File: config.mk
export PLATFORM = sky130hd
export DESIGN_NAME = imem_loader
export DESIGN_NICKNAME = d
export VERILOG_FILES = /design/src/rtl/imem_loader.sv
export SDC_FILE = /design/constraint.sdc
export NUM_CORES = 1
export LEC_CHECK = 0
export ABC_AREA = 1
export CORE_ASPECT_RATIO = 0.5
export CORE_MARGIN = 4
export CORE_UTILIZATION = 60
export CTS_BUF_LIST = sky130_fd_sc_hd__clkbuf_4 sky130_fd_sc_hd__clkbuf_8
export DETAILED_ROUTE_END_ITERATION = 16
export PLACE_DENSITY = 0.92
export SLEW_MARGIN = 20
export SYNTH_ARGS = -nofsm -noshare
export SYNTH_HDL_FRONTEND = slang
export SYNTH_SLANG_ARGS = --single-unit
File: constraint.sdc
create_clock -name clock -period 4.55 [get_ports clock]
set_clock_uncertainty 0.2 [all_clocks]
set_input_delay 1.365 -clock clock [delete_from_list [all_inputs] [get_ports clock]]
set_output_delay 1.365 -clock clock [all_outputs]
set_load 0.01 [all_outputs]
File: src/rtl/imem_loader.sv
// Boot loader: framed little-endian byte stream -> 32-bit instruction-memory writes.
// Optional trailing XOR checksum byte when IMEM_LOADER_CHECKSUM_EN is defined.
module imem_loader #(
  parameter int          MEM_DEPTH = 16,
  parameter logic [15:0] LOAD_BASE = 16'h0
) (
  input  logic                 clock,
  input  logic                 reset,
  input  logic                 s_valid,
  input  logic [7:0]           s_data,
  output logic                 s_ready,
  output logic                 imem_we,
  output logic [MEM_DEPTH-1:0] imem_waddr,
  output logic [31:0]          imem_wdata,
  output logic                 core_hold,
  output logic                 done,
  output logic                 error
);

  typedef enum logic [2:0] {HDR0, HDR1, DATA, CSUM, DONE, ERROR} state_e;

`ifdef IMEM_LOADER_CHECKSUM_EN
  localparam state_e TAIL = CSUM;
`else
  localparam state_e TAIL = DONE;
`endif

  state_e               state_q, state_d;
  logic [15:0]          count_q;
  logic [15:0]          wordCnt_q;
  logic [15:0]          wordCnt_d;
  logic [1:0]           byteCnt_q;
  logic [31:0]          asmWord_q;
  logic [31:0]          asmWord_d;
  logic [MEM_DEPTH-1:0] nextAddr_q;
  logic                 s_ready_q;
  logic                 imem_we_q;
  logic [MEM_DEPTH-1:0] imem_waddr_q;
  logic [31:0]          imem_wdata_q;
  logic                 core_hold_q;
  logic                 done_q;
  logic                 xfer;
`ifdef IMEM_LOADER_CHECKSUM_EN
  logic [7:0]           csum_q;
  logic                 error_q;
`endif

  assign xfer      = s_valid && s_ready_q;
  assign wordCnt_d = wordCnt_q + 16'd1;
  assign asmWord_d = {s_data, asmWord_q[31:8]};

  always_comb begin
    state_d = state_q;
    if (xfer) begin
      case (state_q)
        HDR0: state_d = HDR1;
        HDR1: state_d = ({s_data, count_q[7:0]} == 16'd0) ? TAIL : DATA;
        DATA: begin
          if (byteCnt_q == 2'd3 && wordCnt_d == count_q) state_d = TAIL;
        end
`ifdef IMEM_LOADER_CHECKSUM_EN
        CSUM: state_d = (s_data == csum_q) ? DONE : ERROR;
`endif
        default: state_d = state_q;
      endcase
    end
  end

  // core_hold lags the state by one edge so the final write lands before release.
  always_ff @(posedge clock or negedge reset) begin
    if (!reset) begin
      state_q      <= HDR0;
      count_q      <= 16'd0;
      wordCnt_q    <= 16'd0;
      byteCnt_q    <= 2'd0;
      asmWord_q    <= 32'd0;
      nextAddr_q   <= MEM_DEPTH'(LOAD_BASE);
      s_ready_q    <= 1'b0;
      imem_we_q    <= 1'b0;
      imem_waddr_q <= MEM_DEPTH'(LOAD_BASE);
      imem_wdata_q <= 32'd0;
      core_hold_q  <= 1'b1;
      done_q       <= 1'b0;
`ifdef IMEM_LOADER_CHECKSUM_EN
      csum_q       <= 8'd0;
      error_q      <= 1'b0;
`endif
    end else begin
      state_q     <= state_d;
      s_ready_q   <= (state_d != DONE) && (state_d != ERROR);
      done_q      <= (state_d == DONE);
      core_hold_q <= (state_q != DONE);
      imem_we_q   <= 1'b0;
`ifdef IMEM_LOADER_CHECKSUM_EN
      error_q     <= (state_d == ERROR);
      if (xfer && (state_q == HDR0 || state_q == HDR1 || state_q == DATA))
        csum_q <= csum_q ^ s_data;
`endif
      if (xfer && state_q == HDR0) count_q[7:0] <= s_data;
      if (xfer && state_q == HDR1) count_q[15:8] <= s_data;
      if (xfer && state_q == DATA) begin
        asmWord_q <= asmWord_d;
        byteCnt_q <= byteCnt_q + 2'd1;
        if (byteCnt_q == 2'd3) begin
          imem_we_q    <= 1'b1;
          imem_waddr_q <= nextAddr_q;
          imem_wdata_q <= asmWord_d;
          nextAddr_q   <= nextAddr_q + MEM_DEPTH'(4);
          wordCnt_q    <= wordCnt_d;
        end
      end
    end
  end

  assign s_ready    = s_ready_q;
  assign imem_we    = imem_we_q;
  assign imem_waddr = imem_waddr_q;
  assign imem_wdata = imem_wdata_q;
  assign core_hold  = core_hold_q;
  assign done       = done_q;
`ifdef IMEM_LOADER_CHECKSUM_EN
  assign error      = error_q;
`else
  assign error      = 1'b0;
`endif

endmodule
==> flow_metrics.py, run 1 <==
metrics = {
    "synthesis": {
        "yosysTopAreaCellShare_pct": 56.1,
        "synth_top_area_cell": "dfrtp_1",
        "synth_edf_count": 0,
        "synth.most_common_cell": "nand2_1",
        "yosysSeqAreaShare_pct": 56.5,
        "async_flop_share_pct": 100,
        "syn_avg_cell_area_sq_um": 8.42,
        "synth_cells": 657,
        "ys_top_cells_by_count": "nand2_1, dfrtp_1, o21ai_0, inv_1, nand3_1",
        "synth_ff_type": "dfrtp_1",
        "synth_seq_cells": 125,
        "synthTopCellsByArea": "dfrtp_1, nand2_1, o21ai_0, inv_1, nand3_1",
        "syn-cell-area_sq_mm": 0.00553,
        "yosys_warnings": 0,
        "yosysUniqueCellTypes": 29,
    },
    "global_route": {
        "grt-busiest-layer": "met2",
        "grt_first_pass_wirelength_mm": 23.9,
        "grt_max_degree": 104,
        "grtUsageMet2_pct": 45.8,
        "grt_use_met3_pct": 7.42,
        "met1_usage_pct": 35.5,
        "grt_pass1_vias": 4833,
        "antenna_found_initial": 0,
        "grt-ovfl-total": 0,
        "grt.total_usage_pct": 27.8,
    },
    "placed_design": {
        "dp_slack_ps": 749,
        "port_buffers": 60,
        "gp_congestion": 0.894,
        "post-dp-hpwl_mm": 8.82,
    },
    "cells_and_area": {
        "finalNetCount": 734,
        "area_delta_synth_final_pct": 21.1,
        "antennaDiodeCount": 0,
        "drive_above_1_share_pct": 7.09,
    },
    "worst_setup_path": {
        "arrival_ps": 3610,
        "crit_path_end_kind": "flip-flop",
        "crit_type": "in2reg",
        "startpoint_type": "input port",
        "critical_path_required_ps": 4680,
        "crit_fanout": 25,
    },
    "floorplan": {
        "die_area_sq_mm": 0.0109,
        "core_area_sq_mm": 0.00883,
        "fp.dieH_microns": 75.9,
        "die_w_microns": 144,
        "start_util_pct": 62.7,
        "io_pins": 64,
        "num_rows": 24,
    },
    "sta": {
        "drv_slew": 0,
        "fin_crit_ps": 3470,
        "setup_viol": 0,
        "hold_ws_ps": 287,
        "hold_viol_final": 0,
        "timing.final.crit_share_pct": 76.4,
        "fmax_mhz": 288,
        "rsz0062_at_grt": "false",
        "tns_ps": 0,
        "worst_pin_slew_ps": 925,
        "fin_ws_ps": 1080,
        "slew_headroom_pct": 38.3,
    },
    "cts": {
        "cts_resized": 0,
        "tritoncts": "built",
        "cts-buffers-inserted": 17,
        "clock_latency_ps": 450,
        "clk_pin_slew_worst_paths_ps": 80,
        "cts_hold_buf": 0,
        "cts_max_path_buffers": 2,
        "postCtsSetupBuffers": 0,
        "cts_root_buffer": "clkbuf_8",
        "h-tree-depth": 4,
        "cts_sinks": 125,
    },
    "detailed_routing": {
        "detail_route.wl_per_cell_microns": 16.9,
        "drtPass1Iterations": 5,
        "vias": 4836,
        "wl_mm": 14.3,
        "vias_per_cell": 5.69,
        "dr.first_iter.drc_count": 560,
        "antenna_left": 0,
        "drc": 0,
    },
    "hold_path": {
        "hold_class": "reg2reg",
    },
    "outcome": {
        "status": "finished, final reports clean",
    },
    "flow_run": {
        "max_cap_violations": 0,
    },
    "pwr": {
        "pwr_density_cell_mw_per_mm2": 589,
        "ir_drop_v": 0.000271,
        "power.leakage_nw": 3.29,
    },
}
## sequential cells by signal, indices dropped and copies added, names as in the netlist
name,count
done,1
core_hold,1
byteCnt_q,2
asmWord_q,24
state_q,3
nextAddr_q,14
imem_we,1
count_q,16
imem_waddr,14
s_ready,1
imem_wdata,32
wordCnt_q,16
## cells by family (layout without fill, tap and decap cells)
group                    Yosys count  count (layout)  share of synthesized area, %
multiplexers                       1               1                         0.203
AO/OA/AOI/OAI                     91              91                          8.23
adder cells (fa/ha/maj)            3               3                         0.678
buffers and inverters            105             179                          7.35
XOR/XNOR                          16              16                          2.80
flip-flops                       125             125                          56.5
AND/OR/NAND/NOR                  315             315                          24.1
other                              1               3                        0.0678
## routing by layer
layer	vias up	wire length, microns
met2	267	7030
met3	61	1110
met4	0	419
li1	2208	-
met1	2300	5780
met5	-	0
## critical path, cell delays in order
cell and delay (ps):
clkdlybuf4s50_1 470, nand2_1 80, inv_1 160, nand3_4 110, clkinv_2 320, nand2_1 150, or3_4 380, nor2_4 120
nand2_2 90, nor2_4 100, nand3_1 90, xor2_1 160
## layout make-up
class / count / area, sq um
multi-input combinational: 429 / 2010
sequential: 125 / 3130
clock buffer: 18 / 241
clock inverter: 14 / 229
fill: 529 / 2120
timing repair buffer: 65 / 636
tap: 117 / 146
inverter: 82 / 309
## final timing paths
path	start	cells past startpoint	to	slack, ps
min in group asynchronous	reset	1	imem_wdata[20]	820
setup / recovery	s_valid	12	nextAddr_q[15]	1080
hold reg to reg	imem_waddr[9]	2	imem_waddr[9]	290
hold / removal	imem_waddr[9]	2	imem_waddr[9]	290
max in group asynchronous	reset	2	count_q[0]	2490
setup reg to reg	wordCnt_q[0]	16	s_ready	1790
## stage by stage
| stage | std cells | utilization, % | total power [mW] | instance area [sq um] |
|---|---|---|---|---|
| after global routing | 850 | 75.9 | 4.17 | 6700 |
| final | 850 | 75.9 | 3.95 | 6700 |
| after global placement | 818 | 70.6 | 2.64 | 6230 |
| after floorplan | 659 | - | 2.25 | 5540 |
| after CTS | 850 | 75.9 | 3.93 | 6700 |
| after detailed placement | 818 | 70.6 | 2.71 | 6230 |
## cells in the final DEF, fill, tap and decap left out, types with 2 or more instances in the layout
master	instances
conb_1	3
o21ai_0	88
xor2_1	11
clkinvlp_4	2
nand2_1	220
a21oi_1	3
inv_6	5
nor3_1	3
xnor2_1	4
clkdlybuf4s50_1	59
nand4_1	14
nor2_2	3
ha_1	3
buf_4	6
nand3_1	40
nor2_4	2
clkbuf_8	17
bufinv_16	5
dfrtp_1	124
nor2_1	26
inv_1	80
## power by group
| part | switching [mW] | total (mW) | internal, mW | leakage [nW] |
|---|---|---|---|---|
| Combinational | 0.668 | 1.11 | 0.443 | 1.45 |
| Clock | 0.497 | 1.17 | 0.671 | 0.231 |
| Sequential | 0.244 | 1.67 | 1.43 | 1.61 |
No activity file was read; power rests on OpenSTA's default activity.
==> run 2: changes to the inputs <==
Settings changed: CORE_UTILIZATION 60 to 58, PLACE_DENSITY 0.92 to 0.89.
Clock period 4.55 ns to 3.3 ns, I/O delays scaled along.
==> run 2 against run 1 <==
Power increased by 27%. Die area increased by 3.2%. Final area decreased by 0.95%. Clock power increased by 8%. Non-clock buffer count increased by 1. Flip-flop and latch count unchanged. Via count decreased by 6.0%. Worst hold slack got worse by 100 ps. Sequential power increased by 36%. Core utilization decreased by 2.2 points.
==> flow_metrics.py, run 2 (synthesis gave the netlist of run 1 again) <==
metrics = {
    "pwr": {
        "pwr_density_cell_mw_per_mm2": 757,
        "internal_power_mw": 3.16,
        "power.leakage_nw": 3.25,
        "ir_drop_v": 0.000381,
        "power.switching_mw": 1.87,
        "swShare_pct": 37.1,
        "comb_power_share_pct": 29.8,
        "seqPwrFrac_pct": 45.1,
        "pwr-share-clk_pct": 25.0,
    },
    "sta": {
        "hold_viol_final": 0,
        "slew_headroom_pct": 37.7,
        "setup_viol": 0,
        "tns_ps": 0,
        "worst_pin_slew_ps": 935,
        "fin_crit_ps": 2780,
        "rsz0062_at_grt": "false",
        "timing.final.crit_share_pct": 84.2,
        "fmax_mhz": 360,
        "drv_slew": 0,
    },
    "floorplan": {
        "io_pins": 64,
        "num_rows": 24,
        "die_w_microns": 146,
        "die_area_sq_mm": 0.0113,
        "core_area_sq_mm": 0.00901,
        "fp.dieH_microns": 77.1,
        "start_util_pct": 61.4,
    },
    "cells_and_area": {
        "most-common-layout-cells": "nand2_1, dfrtp_1, o21ai_0",
        "post-route-util_pct": 73.7,
        "area_delta_synth_final_pct": 20.0,
        "final_common_cell": "nand2_1",
        "fillers": 586,
        "multi_input_area_sq_mm": 0.00201,
        "regArea_sq_mm": 0.00313,
        "finalNetCount": 735,
        "drive_above_1_share_pct": 7.22,
        "largest_reg_flops": 32,
        "antennaDiodeCount": 0,
    },
    "worst_setup_path": {
        "startpoint_type": "input port",
        "critical_path_required_ps": 3470,
        "critPathBufInv": 2,
        "crit_family": "simple AND/OR/NAND/NOR gates",
        "arrival_ps": 2950,
        "slowest_stage": "clkdlybuf4s50_1",
        "slowest_delay_ps": 490,
        "crit_chain": "clkdlybuf4s50_1, nand2_1, inv_1, nand3_4, nor2_2, nand4_1, nor3_2, nand4_1, nor3_1, xor2_1",
        "crit_fanout": 4,
        "crit_type": "in2reg",
        "crit_path_end_kind": "flip-flop",
        "crit_top_cell": "nand4_1",
    },
    "cts": {
        "h-tree-depth": 4,
        "tritoncts": "built",
        "cts_sinks": 125,
        "cts_max_path_buffers": 2,
        "cts_root_buffer": "clkbuf_8",
        "cts-buffers-inserted": 17,
        "clk_pin_slew_worst_paths_ps": 80,
        "postCtsSetupBuffers": 0,
        "cts_hold_buf": 0,
        "clock_latency_ps": 440,
        "cts_resized": 0,
    },
    "detailed_routing": {
        "dr.first_iter.drc_count": 464,
        "antenna_left": 0,
        "drc": 0,
        "vias_per_cell": 5.34,
        "drtPass1Iterations": 6,
        "vias": 4545,
        "detail_route.wl_per_cell_microns": 14.8,
        "wl_mm": 12.6,
    },
    "global_route": {
        "grt_pass1_vias": 4492,
        "grt-ovfl-total": 0,
        "antenna_found_initial": 0,
        "grt_max_degree": 114,
        "grt.total_usage_pct": 23.9,
        "grt_first_pass_wirelength_mm": 21.5,
    },
    "placed_design": {
        "post-dp-hpwl_mm": 8.39,
        "gp_congestion": 0.878,
        "port_buffers": 60,
    },
    "hold_path": {
        "hold_class": "in2async",
    },
    "flow_run": {
        "max_cap_violations": 0,
    },
    "outcome": {
        "status": "finished, final reports clean",
    },
}
==> run 2: power groups by stage <==
stage / logic [mW] / clock network, mW / registers [mW]
5_1_grt: 1.69 / 1.35 / 2.32
6_report: 1.50 / 1.26 / 2.27
3_3_place_gp: 1.40 / 0 / 2.26
3_5_place_dp: 1.48 / 0 / 2.28
2_1_floorplan: 0.820 / 0 / 2.28
4_1_cts: 1.51 / 1.27 / 2.26
==> run 2: stage by stage <==
| step | hold WS (ps) | std cells | instance area, sq um | power (mW) | setup WS [ps] |
|---|---|---|---|---|---|
| floorplan | 242 | 659 | 5540 | 3.10 | 713 |
| global placement | 257 | 819 | 6270 | 3.67 | 203 |
| detailed placement | 262 | 819 | 6270 | 3.75 | 167 |
| CTS | 175 | 851 | 6640 | 5.03 | 559 |
| global route | 169 | 851 | 6640 | 5.36 | 455 |
| finish | 182 | 851 | 6640 | 5.02 | 521 |
==> run 2: routing by layer <==
layer | routed length, microns | vias to the layer above | track usage, % | share of wire, %
li1 | - | 2198 | - | -
met4 | 227 | 0 | 7.50 | 1.8
met2 | 6060 | 125 | 39.3 | 48
met1 | 5620 | 2198 | 31.4 | 45
met5 | 0 | - | 0 | 0
met3 | 664 | 24 | 6.36 | 5.3
==> run 2: path summary, 6_finish.rpt <==
kind / startpoint / endpoint / slack, ps / cells past startpoint
worst min register to register: asmWord_q[8] / imem_wdata[0] / 280 / 2
worst max register to register: wordCnt_q[0] / s_ready / 810 / 14
max in group asynchronous: reset / nextAddr_q[4] / 1910 / 2
worst max-delay path: s_valid / nextAddr_q[14] / 520 / 10
min in group clock: asmWord_q[8] / imem_wdata[0] / 280 / 2
worst min-delay path: reset / imem_waddr[11] / 180 / 1
==> run 2: final cells by class <==
class	instances	share of cell area (%)
Multi-Input combinational cell	429	30.3
Clock inverter	14	1.90
Inverter	82	4.65
Clock buffer	18	3.73
Timing Repair Buffer	66	10.1
Sequential cell	125	47.1
Tap cell	117	2.20
==> run 2: worst register-to-register path, stage by stage, from the launching register on <==
cell and delay (ps):
dfrtp_1 450, ha_1 230, nand2_1 130, nor2_2 240
nand3_1 160, xor3_1 250, nand3_1 130, nor2_1 150
nand2_1 70, nand2_1 70, nand2_1 50, nand2_1 80
nand2_1 70, inv_1 50, nand2_1 40
